$ cat src/rtl/poly_mult_pkg.sv
// Shared constants, FSM encoding and latency helper for the NewHope pointwise multiplier sequencer.
package poly_mult_pkg;

   localparam int unsigned Q              = 12289;
   localparam int unsigned MONT_R         = 3186;
   localparam int unsigned N_DEF          = 1024;
   localparam int unsigned LOG_N          = $clog2(N_DEF);
   localparam int unsigned RD_LAT_DEF     = 1;
   localparam int unsigned DP_LAT_PRE_DEF = 3;
   localparam int unsigned DP_LAT_MUL_DEF = 6;
   localparam int unsigned DL_DEPTH_DEF   = 15;

   typedef enum logic [1:0] {
      IDLE  = 2'd0,
      ISSUE = 2'd1,
      DRAIN = 2'd2,
      FIN   = 2'd3
   } state_e;

   // Read-to-write-back distance L for the selected datapath mode.
   function automatic int unsigned lat_total(
      input logic        mode,
      input int unsigned rd_lat  = RD_LAT_DEF,
      input int unsigned lat_pre = DP_LAT_PRE_DEF,
      input int unsigned lat_mul = DP_LAT_MUL_DEF
   );
      return rd_lat + (mode ? lat_pre : lat_mul);
   endfunction

endpackage

$ cat src/rtl/poly_mult_ctrl_delay_line.sv
// Valid/address shift line with a runtime tap; 'empty' means nothing is still travelling towards the tap.
module ctrl_delay_line #(
   parameter int unsigned DEPTH = 15,
   parameter int unsigned W     = 11,
   parameter int unsigned TAP_W = $clog2(DEPTH + 1)
) (
   input  logic             clk,
   input  logic             rst,
   input  logic             clr,
   input  logic [W-1:0]     din,
   input  logic [TAP_W-1:0] tap,
   output logic [W-1:0]     dout,
   output logic             empty
);

   logic [W-1:0]     stage_q [DEPTH];
   logic [DEPTH-1:0] pend_vec;

   always_ff @(posedge clk or posedge rst) begin
      if (rst) begin
         for (int k = 0; k < DEPTH; k++) stage_q[k] <= '0;
      end else if (clr) begin
         for (int k = 0; k < DEPTH; k++) stage_q[k] <= '0;
      end else begin
         stage_q[0] <= din;
         for (int k = 1; k < DEPTH; k++) stage_q[k] <= stage_q[k-1];
      end
   end

   // Stage k is seen at the output when tap == k+1; stages below the tap still owe a write.
   genvar gi;
   generate
      for (gi = 0; gi < DEPTH; gi++) begin : g_pend
         assign pend_vec[gi] = stage_q[gi][W-1] && (TAP_W'(gi + 1) < tap);
      end
   endgenerate

   assign empty = !(|pend_vec) && !din[W-1];

   always_comb begin
      dout = '0;
      for (int k = 0; k < DEPTH; k++) begin
         if (TAP_W'(k + 1) == tap) dout = stage_q[k];
      end
   end

endmodule

$ cat src/rtl/poly_mult_ctrl.sv
// Sequencer for the pointwise Montgomery multiplier: read walk, datapath enable, aligned write-back.
// Optional cycle counter output enabled by POLY_MULT_CTRL_PERF_EN.
module poly_mult_ctrl
   import poly_mult_pkg::*;
#(
   parameter int unsigned N          = N_DEF,
   parameter int unsigned ADDR_W     = LOG_N,
   parameter int unsigned RD_LAT     = RD_LAT_DEF,
   parameter int unsigned DP_LAT_PRE = DP_LAT_PRE_DEF,
   parameter int unsigned DP_LAT_MUL = DP_LAT_MUL_DEF
) (
   input  logic              clk,
   input  logic              rst,
   input  logic              start,
   input  logic              precomp,
   output logic              busy,
   output logic              done,
   output logic              rd_en,
   output logic [ADDR_W-1:0] rd_addr,
   output logic              dp_en,
   output logic              dp_precomp,
   output logic              wr_en,
   output logic [ADDR_W-1:0] wr_addr
`ifdef POLY_MULT_CTRL_PERF_EN
   ,
   output logic [15:0]       cycles
`endif
);

   localparam int unsigned L_PRE    = lat_total(1'b1, RD_LAT, DP_LAT_PRE, DP_LAT_MUL);
   localparam int unsigned L_MUL    = lat_total(1'b0, RD_LAT, DP_LAT_PRE, DP_LAT_MUL);
   localparam int unsigned DL_DEPTH = (L_PRE > L_MUL) ? L_PRE : L_MUL;
   localparam int unsigned TAP_W    = $clog2(DL_DEPTH + 1);
   localparam logic [ADDR_W-1:0] LAST_ADDR = ADDR_W'(N - 1);

   state_e              state_q, state_d;
   logic [ADDR_W-1:0]   cnt_q, cnt_d;
   logic                mode_q, mode_d;
   logic                accept;
   logic                dl_empty;
   logic [ADDR_W:0]     dl_out;
   logic [TAP_W-1:0]    tap_sel;

   always_ff @(posedge clk or posedge rst) begin
      if (rst) begin
         state_q <= IDLE;
         cnt_q   <= '0;
         mode_q  <= 1'b0;
      end else begin
         state_q <= state_d;
         cnt_q   <= cnt_d;
         mode_q  <= mode_d;
      end
   end

   always_comb begin
      state_d = state_q;
      cnt_d   = cnt_q;
      mode_d  = mode_q;
      accept  = 1'b0;
      busy    = 1'b0;
      done    = 1'b0;
      rd_en   = 1'b0;
      dp_en   = 1'b0;
      case (state_q)
         IDLE: begin
            if (start) begin
               accept  = 1'b1;
               mode_d  = precomp;
               cnt_d   = '0;
               state_d = ISSUE;
            end
         end
         ISSUE: begin
            busy  = 1'b1;
            dp_en = 1'b1;
            rd_en = 1'b1;
            // Counter parks at the last address rather than wrapping.
            if (cnt_q == LAST_ADDR) state_d = DRAIN;
            else                    cnt_d   = cnt_q + 1'b1;
         end
         DRAIN: begin
            busy  = 1'b1;
            dp_en = 1'b1;
            if (dl_empty) state_d = FIN;
         end
         FIN: begin
            done    = 1'b1;
            state_d = IDLE;
         end
         default: state_d = IDLE;
      endcase
   end

   assign rd_addr    = cnt_q;
   assign dp_precomp = mode_q;
   assign tap_sel    = mode_q ? TAP_W'(L_PRE) : TAP_W'(L_MUL);

   // Cleared on accept so leftovers past an earlier, shorter tap never reach a longer one.
   ctrl_delay_line #(
      .DEPTH (DL_DEPTH),
      .W     (ADDR_W + 1),
      .TAP_W (TAP_W)
   ) u_delay (
      .clk   (clk),
      .rst   (rst),
      .clr   (accept),
      .din   ({rd_en, rd_addr}),
      .tap   (tap_sel),
      .dout  (dl_out),
      .empty (dl_empty)
   );

   assign wr_en   = dl_out[ADDR_W];
   assign wr_addr = dl_out[ADDR_W-1:0];

`ifdef POLY_MULT_CTRL_PERF_EN
   logic [15:0] cyc_q, cyc_d;

   always_comb begin
      cyc_d = cyc_q;
      if (accept)                       cyc_d = '0;
      else if (busy && cyc_q != 16'hFFFF) cyc_d = cyc_q + 16'd1;
   end

   always_ff @(posedge clk or posedge rst) begin
      if (rst) cyc_q <= '0;
      else     cyc_q <= cyc_d;
   end

   assign cycles = cyc_q;
`endif

endmodule
$ cat config.mk
export PLATFORM = sky130hd
export DESIGN_NAME = poly_mult_ctrl
export DESIGN_NICKNAME = d
export VERILOG_FILES = /design/src/rtl/poly_mult_pkg.sv /design/src/rtl/poly_mult_ctrl_delay_line.sv /design/src/rtl/poly_mult_ctrl.sv
export SDC_FILE = /design/constraint.sdc
export NUM_CORES = 1
export LEC_CHECK = 0
export CAP_MARGIN = 20
export CORE_ASPECT_RATIO = 1.1
export CORE_UTILIZATION = 53
export DETAILED_ROUTE_END_ITERATION = 10
export PLACE_DENSITY = 0.73
export SLEW_MARGIN = 30
export SYNTH_ARGS = -nofsm -noshare
export SYNTH_HDL_FRONTEND = slang
export SYNTH_HIERARCHICAL = 1
export SYNTH_SLANG_ARGS = --single-unit
$ cat constraint.sdc
create_clock -name clk -period 5.6 [get_ports clk]
set_input_delay 1.12 -clock clk [delete_from_list [all_inputs] [get_ports clk]]
set_output_delay 1.12 -clock clk [all_outputs]
set_load 0.005 [all_outputs]
Word level (Yosys, flattened, before mapping)
Index checks and enable logic that the tools add are counted.
- add/subtract/negate cells: 1
- multipliers: 0
- div/mod/pow operators: 0
- $lt $le $gt $ge: 7
- eq/ne operators: 15
- shift operators: 0
- muxes and demuxes: 21
- bitwise gates (word level): 0
- reductions and logical operators: 17
- operators with widths (operator ; count):
    $mux W11 ; 7
    $mux W77 ; 1
    $mux W10 ; 2
    $pmux W10 S2 ; 1
    $eq A3 B3 Y1 const A ; 4
    $lt A3 B3 Y1 const A ; 4
    $add A10 B1 Y10 const B ; 1
    $eq A10 B10 Y1 const B ; 1
    $logic_and A1 B1 Y1 ; 8
    $mux W2 ; 4
    $ne A2 B2 Y1 const B ; 4
    $pmux W2 S4 ; 1
    $reduce_or A7 Y1 ; 1
    $eq A2 B3 Y1 const A ; 2
    $lt A2 B3 Y1 const A ; 2
    $reduce_and A3 Y1 ; 2
    $mux W1 ; 5
    $eq A2 B2 Y1 const B ; 2
    $eq A1 B3 Y1 const A ; 1
    $lt A1 B3 Y1 const A ; 1
    $eq A2 B1 Y1 const B ; 1
    $logic_not A1 Y1 ; 2
    $logic_not A2 Y1 ; 1
    $reduce_and A2 Y1 ; 1
    2 further kinds ; 2
- register bits after elaboration: 90
- latch bits: 0
- bits in writable memories: 0
- ROM bits: 0
- input bits: 4
- output and inout port bits: 26
- logic and storage cells: 71
- memories: 0

Logic depth before layout (Yosys ltp)
- depth after elaboration: 9
- gate-level depth with buffers: 7
- mapped depth without buffers: 6

Cells and area by module
Netlist, hierarchy kept.
- by module, submodules not included (module ; times used ; cells each ; area an instance (µm²) ; sequential area each (µm²)):
    ctrl_delay_line ; 1 ; 239 ; 3276.9 ; 1926.8
    poly_mult_ctrl ; 1 ; 85 ; 853.3 ; 325.3

Least setup slack after synthesis
OpenSTA, ideal clock, no wires.
- path type: reg-to-output
- start: register mode_q (netlist: dp_precomp)
- end: output port wr_en
- data arrival time: 1.346 ns
- data required time: 4.480 ns
- slack: 3.134 ns
- stages on the path, launching flop included: 5
- path buffers: 1
- cells stage by stage: dfrtp_1 > inv_1 > buf_6 > mux2_4 > a221o_1
- word-level cells in the longest chain between the ends: 9
- elaborated cells between the ends (all ways): 15
- classes of those cells: eq/ne (7); mux (8)
- ends and longest elaborated chain (item ; RTL line ; RTL):
    from (decl) ; poly_mult_ctrl.sv:38 ; logic mode_q, mode_d;
    from (signal assigned) ; poly_mult_ctrl.sv:52 ; mode_q <= mode_d;
    $mux W2 * ; poly_mult_ctrl.sv:97 ; assign tap_sel = mode_q ? TAP_W'(L_PRE) : TAP_W'(L_MUL);
    via tap_sel[0] ; poly_mult_ctrl.sv:42 ; logic [TAP_W-1:0] tap_sel;
    $eq A1 B3 Y1 ; poly_mult_ctrl_delay_line.sv:43 ; if (TAP_W'(k + 1) == tap) dout = stage_q[k];
    $mux W11 (6 in a row) ; poly_mult_ctrl_delay_line.sv:43 ;
    $mux W11 * ; poly_mult_ctrl_delay_line.sv:43 ;
    to (decl) ; poly_mult_ctrl.sv:22 ; output logic wr_en,
The timed path passes the listed nets; every way through them passes the cells marked *.

Worst setup path in the final report
- start: register mode_q (netlist: dp_precomp)
- end: output port wr_addr[5]
- word-level cells in the longest chain between the ends: 9
- elaborated cells between the ends (all ways): 15
- classes of those cells: eq/ne (7); mux (8)
- ends and longest elaborated chain (item ; RTL line ; RTL):
    $mux W2 * ; poly_mult_ctrl.sv:97 ;
    via tap_sel[0] ; poly_mult_ctrl.sv:42 ;
    $eq A1 B3 Y1 ; poly_mult_ctrl_delay_line.sv:43 ;
    $mux W11 (6 in a row) ; poly_mult_ctrl_delay_line.sv:43 ;
    $mux W11 * ; poly_mult_ctrl_delay_line.sv:43 ;
    to (decl) ; poly_mult_ctrl.sv:23 ; output logic [ADDR_W-1:0] wr_addr
Marked as above.

==> impl_metrics.tcl <==
set metrics [dict create \
    final_core_util 0.6132 \
    cts_root_buf "clkbuf_8" \
    synth-seq-cells 90 \
    clk_pin_slew_ns 0.09 \
    holdPathEnd "u_delay/stage_q[23]$_DFF_PP0_" \
    wl_per_cell_um 16.34 \
    clockPowerShare 0.199 \
    hold_viol 0 \
    endpoint_kind "output pin" \
    critPathMaxFanout 31 \
    gp_congestion 0.7950 \
    cts.repair.resized 0 \
    fin_total_pwr_mw 2.085 \
    power_density_nw_per_um2 452.4 \
    worst_pin_slew_ns 1.535 \
    grt_pass1_vias 2551 \
    max_freq_mhz 252.7 \
    drtIter0Drc 150 \
    avgViaCountPerCell 5.404 \
    switching_share 0.3531 \
    r2r_start "dp_precomp$_DFFE_PP0P_" \
    seqPwrFrac 0.413 \
    firstDrtPassIters 4 \
    ys_seq_area_frac 0.5453 \
    n_fill_cell 620 \
    fin_cells 456 \
    report.final.slew_viol_count 12 \
    hold_ws_ns 0.4954 \
    status "finished with violations" \
    synth_top_area_cell "dfrtp_1" \
    start_util 0.5496 \
    yosys-top-cells-area "dfrtp_1 (55%), nor2b_1 (12%), a221oi_2 (7.3%)" \
    final.setup.tns_ns 0 \
    syn_area_per_cell_um2 12.75 \
    grt_overflow 0 \
    clockBufferDepth 2 \
    placed_cell_area_um2 4420 \
    setup_slack_ns 1.642 \
    arrival_ns 2.84 \
    crit_type "flop to output pin" \
    power.internal_mw 1.349 \
    tritoncts "built" \
    cts_htree_levels 3 \
    chipHeight_um 94.59 \
    place_inst 440 \
    rr_worst_depth 5 \
    io_buffers 29 \
    r2r_end "state_q[1]$_DFFE_PP0P_" \
    peakVddDrop_uv 299.1 \
    layout_min_cycle_time_ns 3.958 \
    ios 30 \
    yosys_warnings 6 \
    vias 2464 \
    cts_made_buffers 9 \
    core_um2 7515 \
    antenna_found_initial 0 \
    critPathLaunchType "flop" \
    grtUsageTotal 0.2061 \
    grt_pass1_wl_um 12780 \
    syn_inst 324 \
    r2r_slack_ns 3.15 \
    switchingPower_mw 0.7360 \
    clkSinkCount 90 \
    finalSetupViolCount 0 \
    min-delay-start "u_delay/stage_q[34]$_DFF_PP0_" \
    die-area_um2 8150 \
    diodes 0 \
    netlist.area_leader.share 0.5453 \
    power.leakage_nw 2.268 \
    clock_latency_ns 0.35 \
    fp.dieW_um 86.17 \
    drive_gt1_frac 0.1624 \
    hpwlAfterDp_um 4644 \
    synth_fp_nets 333 \
    fin_crit_sh 0.7067 \
    postCtsSetupBuffers 0 \
    finClkSkew_ns 0.01037 \
    cap_viol_max_count 0 \
    antenna_left 0 \
    crit_required_ns 4.48 \
    holdBufCountCts 0 \
    nets 355 \
    rsz0062_at_grt "no" \
    final_area_um2 4608 \
    violations "max-slew violations" \
    rows 33 \
    syn_area_um2 4130 \
    min_path_type "flop to flop" \
    synth_cell_types 50 \
    grt_max_degree 54 \
    synthToLayoutAreaGrowth_pct 11.57 \
    pre_cts_ws_ns 2.005 \
    wl_um 7451 \
    hold_depth 1 \
    max_slew_margin -0.02567 \
    drc_errors 0 \
    comb_power_share 0.388 \
]
-- cell type report --
class	instances	area, um^2	share of cell area
Clock buffer	10	137.6	0.02987
Clock inverter	6	50.05	0.01086
Inverter	9	36.28	0.007874
Multi-Input combinational cell	204	1688	0.3663
Sequential cell	90	2252	0.4887
Tap cell	105	131.4	0.02851
Timing Repair Buffer	32	312.8	0.06788
-- layer usage --
layer / GRT usage / vias up / part of all wire
met5: 0 / - / 0
met4: 0.09028 / 0 / 0.013
met1: 0.3018 / 1232 / 0.49
met2: 0.3056 / 49 / 0.46
met3: 0.03234 / 9 / 0.031
li1: - / 1174 / -
-- power groups by stage --
stage	combinational [mW]	sequential (mW)	clock, mW
after floorplan	0.612	0.843	0
after global placement	0.785	0.868	0
after detailed placement	0.800	0.870	0
after CTS	0.805	0.859	0.427
after global routing	0.887	0.877	0.455
final	0.808	0.861	0.416
-- cells by family (layout without fill, tap and decap cells) --
kind of cell / after synthesis / in the layout / share of synthesized area
simple gates: 116 / 116 / 0.1724
flops: 90 / 90 / 0.5453
compound gates: 46 / 46 / 0.1254
mux: 36 / 36 / 0.09452
buf+inv: 30 / 57 / 0.04635
fa+ha+maj: 5 / 5 / 0.01515
other cells: 1 / 1 / 0.0009079
-- layout by cell type, fill, tap and decap left out, drive strengths merged, types with 3 or more instances in the layout --
| cell | instances |
|---|---|
| buf | 3 |
| nand3 | 8 |
| mux2i | 21 |
| nor2b | 79 |
| nand2 | 9 |
| clkbuf | 10 |
| o21ai | 6 |
| mux2 | 15 |
| inv | 11 |
| a221oi | 20 |
| clkdlybuf4s50 | 29 |
| nor3 | 3 |
| o31ai | 3 |
| clkinv | 3 |
| nand4 | 4 |
| and3 | 3 |
| nor2 | 4 |
| dfrtp | 90 |
| ha | 5 |
-- worst max-delay path, cell delays in order, from the launching register on --
cell and delay, ns:
dfrtp_1 0.40, inv_2 0.37, buf_4 0.52, mux2_1 0.39
a221oi_2 0.25, a221oi_2 0.06, clkdlybuf4s50_1 0.48
-- cell usage after synthesis (all sizes together) --
cell     count
nor3         3
mux2        15
nand2        9
nand4b       1
nand3b       1
dfrtp       90
a211oi       2
nor4         1
a2bb2oi      2
a22o         2
nand4        4
a21o         2
o21ai        6
a221o        1
and3         3
ha           5
o211ai       1
or4          1
mux2i       21
o41ai        1
and2         2
clkbuf       6
nor2b       79
o221a        1
a221oi      20
a211o        1
o31ai        3
inv          9
nand3        8
conb         1
o22ai        2
nor2         4
buf         15
a21oi        1
a31oi        1
-- worst max-delay path by stage --
stage / end / start / slack [ns]
2_1_floorplan: u_delay/stage_q[0]$_DFF_PP0_ / rst / 2.51
3_3_place_gp: wr_addr[7] / dp_precomp$_DFFE_PP0P_ / 2.08
3_5_place_dp: wr_addr[5] / dp_precomp$_DFFE_PP0P_ / 2.01
4_1_cts: wr_addr[5] / dp_precomp$_DFFE_PP0P_ / 1.61
5_1_grt: wr_addr[5] / dp_precomp$_DFFE_PP0P_ / 1.45
6_report: wr_addr[5] / dp_precomp$_DFFE_PP0P_ / 1.64
-- flip-flops by register name (all words and copies together), names as in the netlist --
signal           flops
rd_addr             10
state_q              2
u_delay/stage_q     77
dp_precomp           1
(Power assumes the default switching activity.)
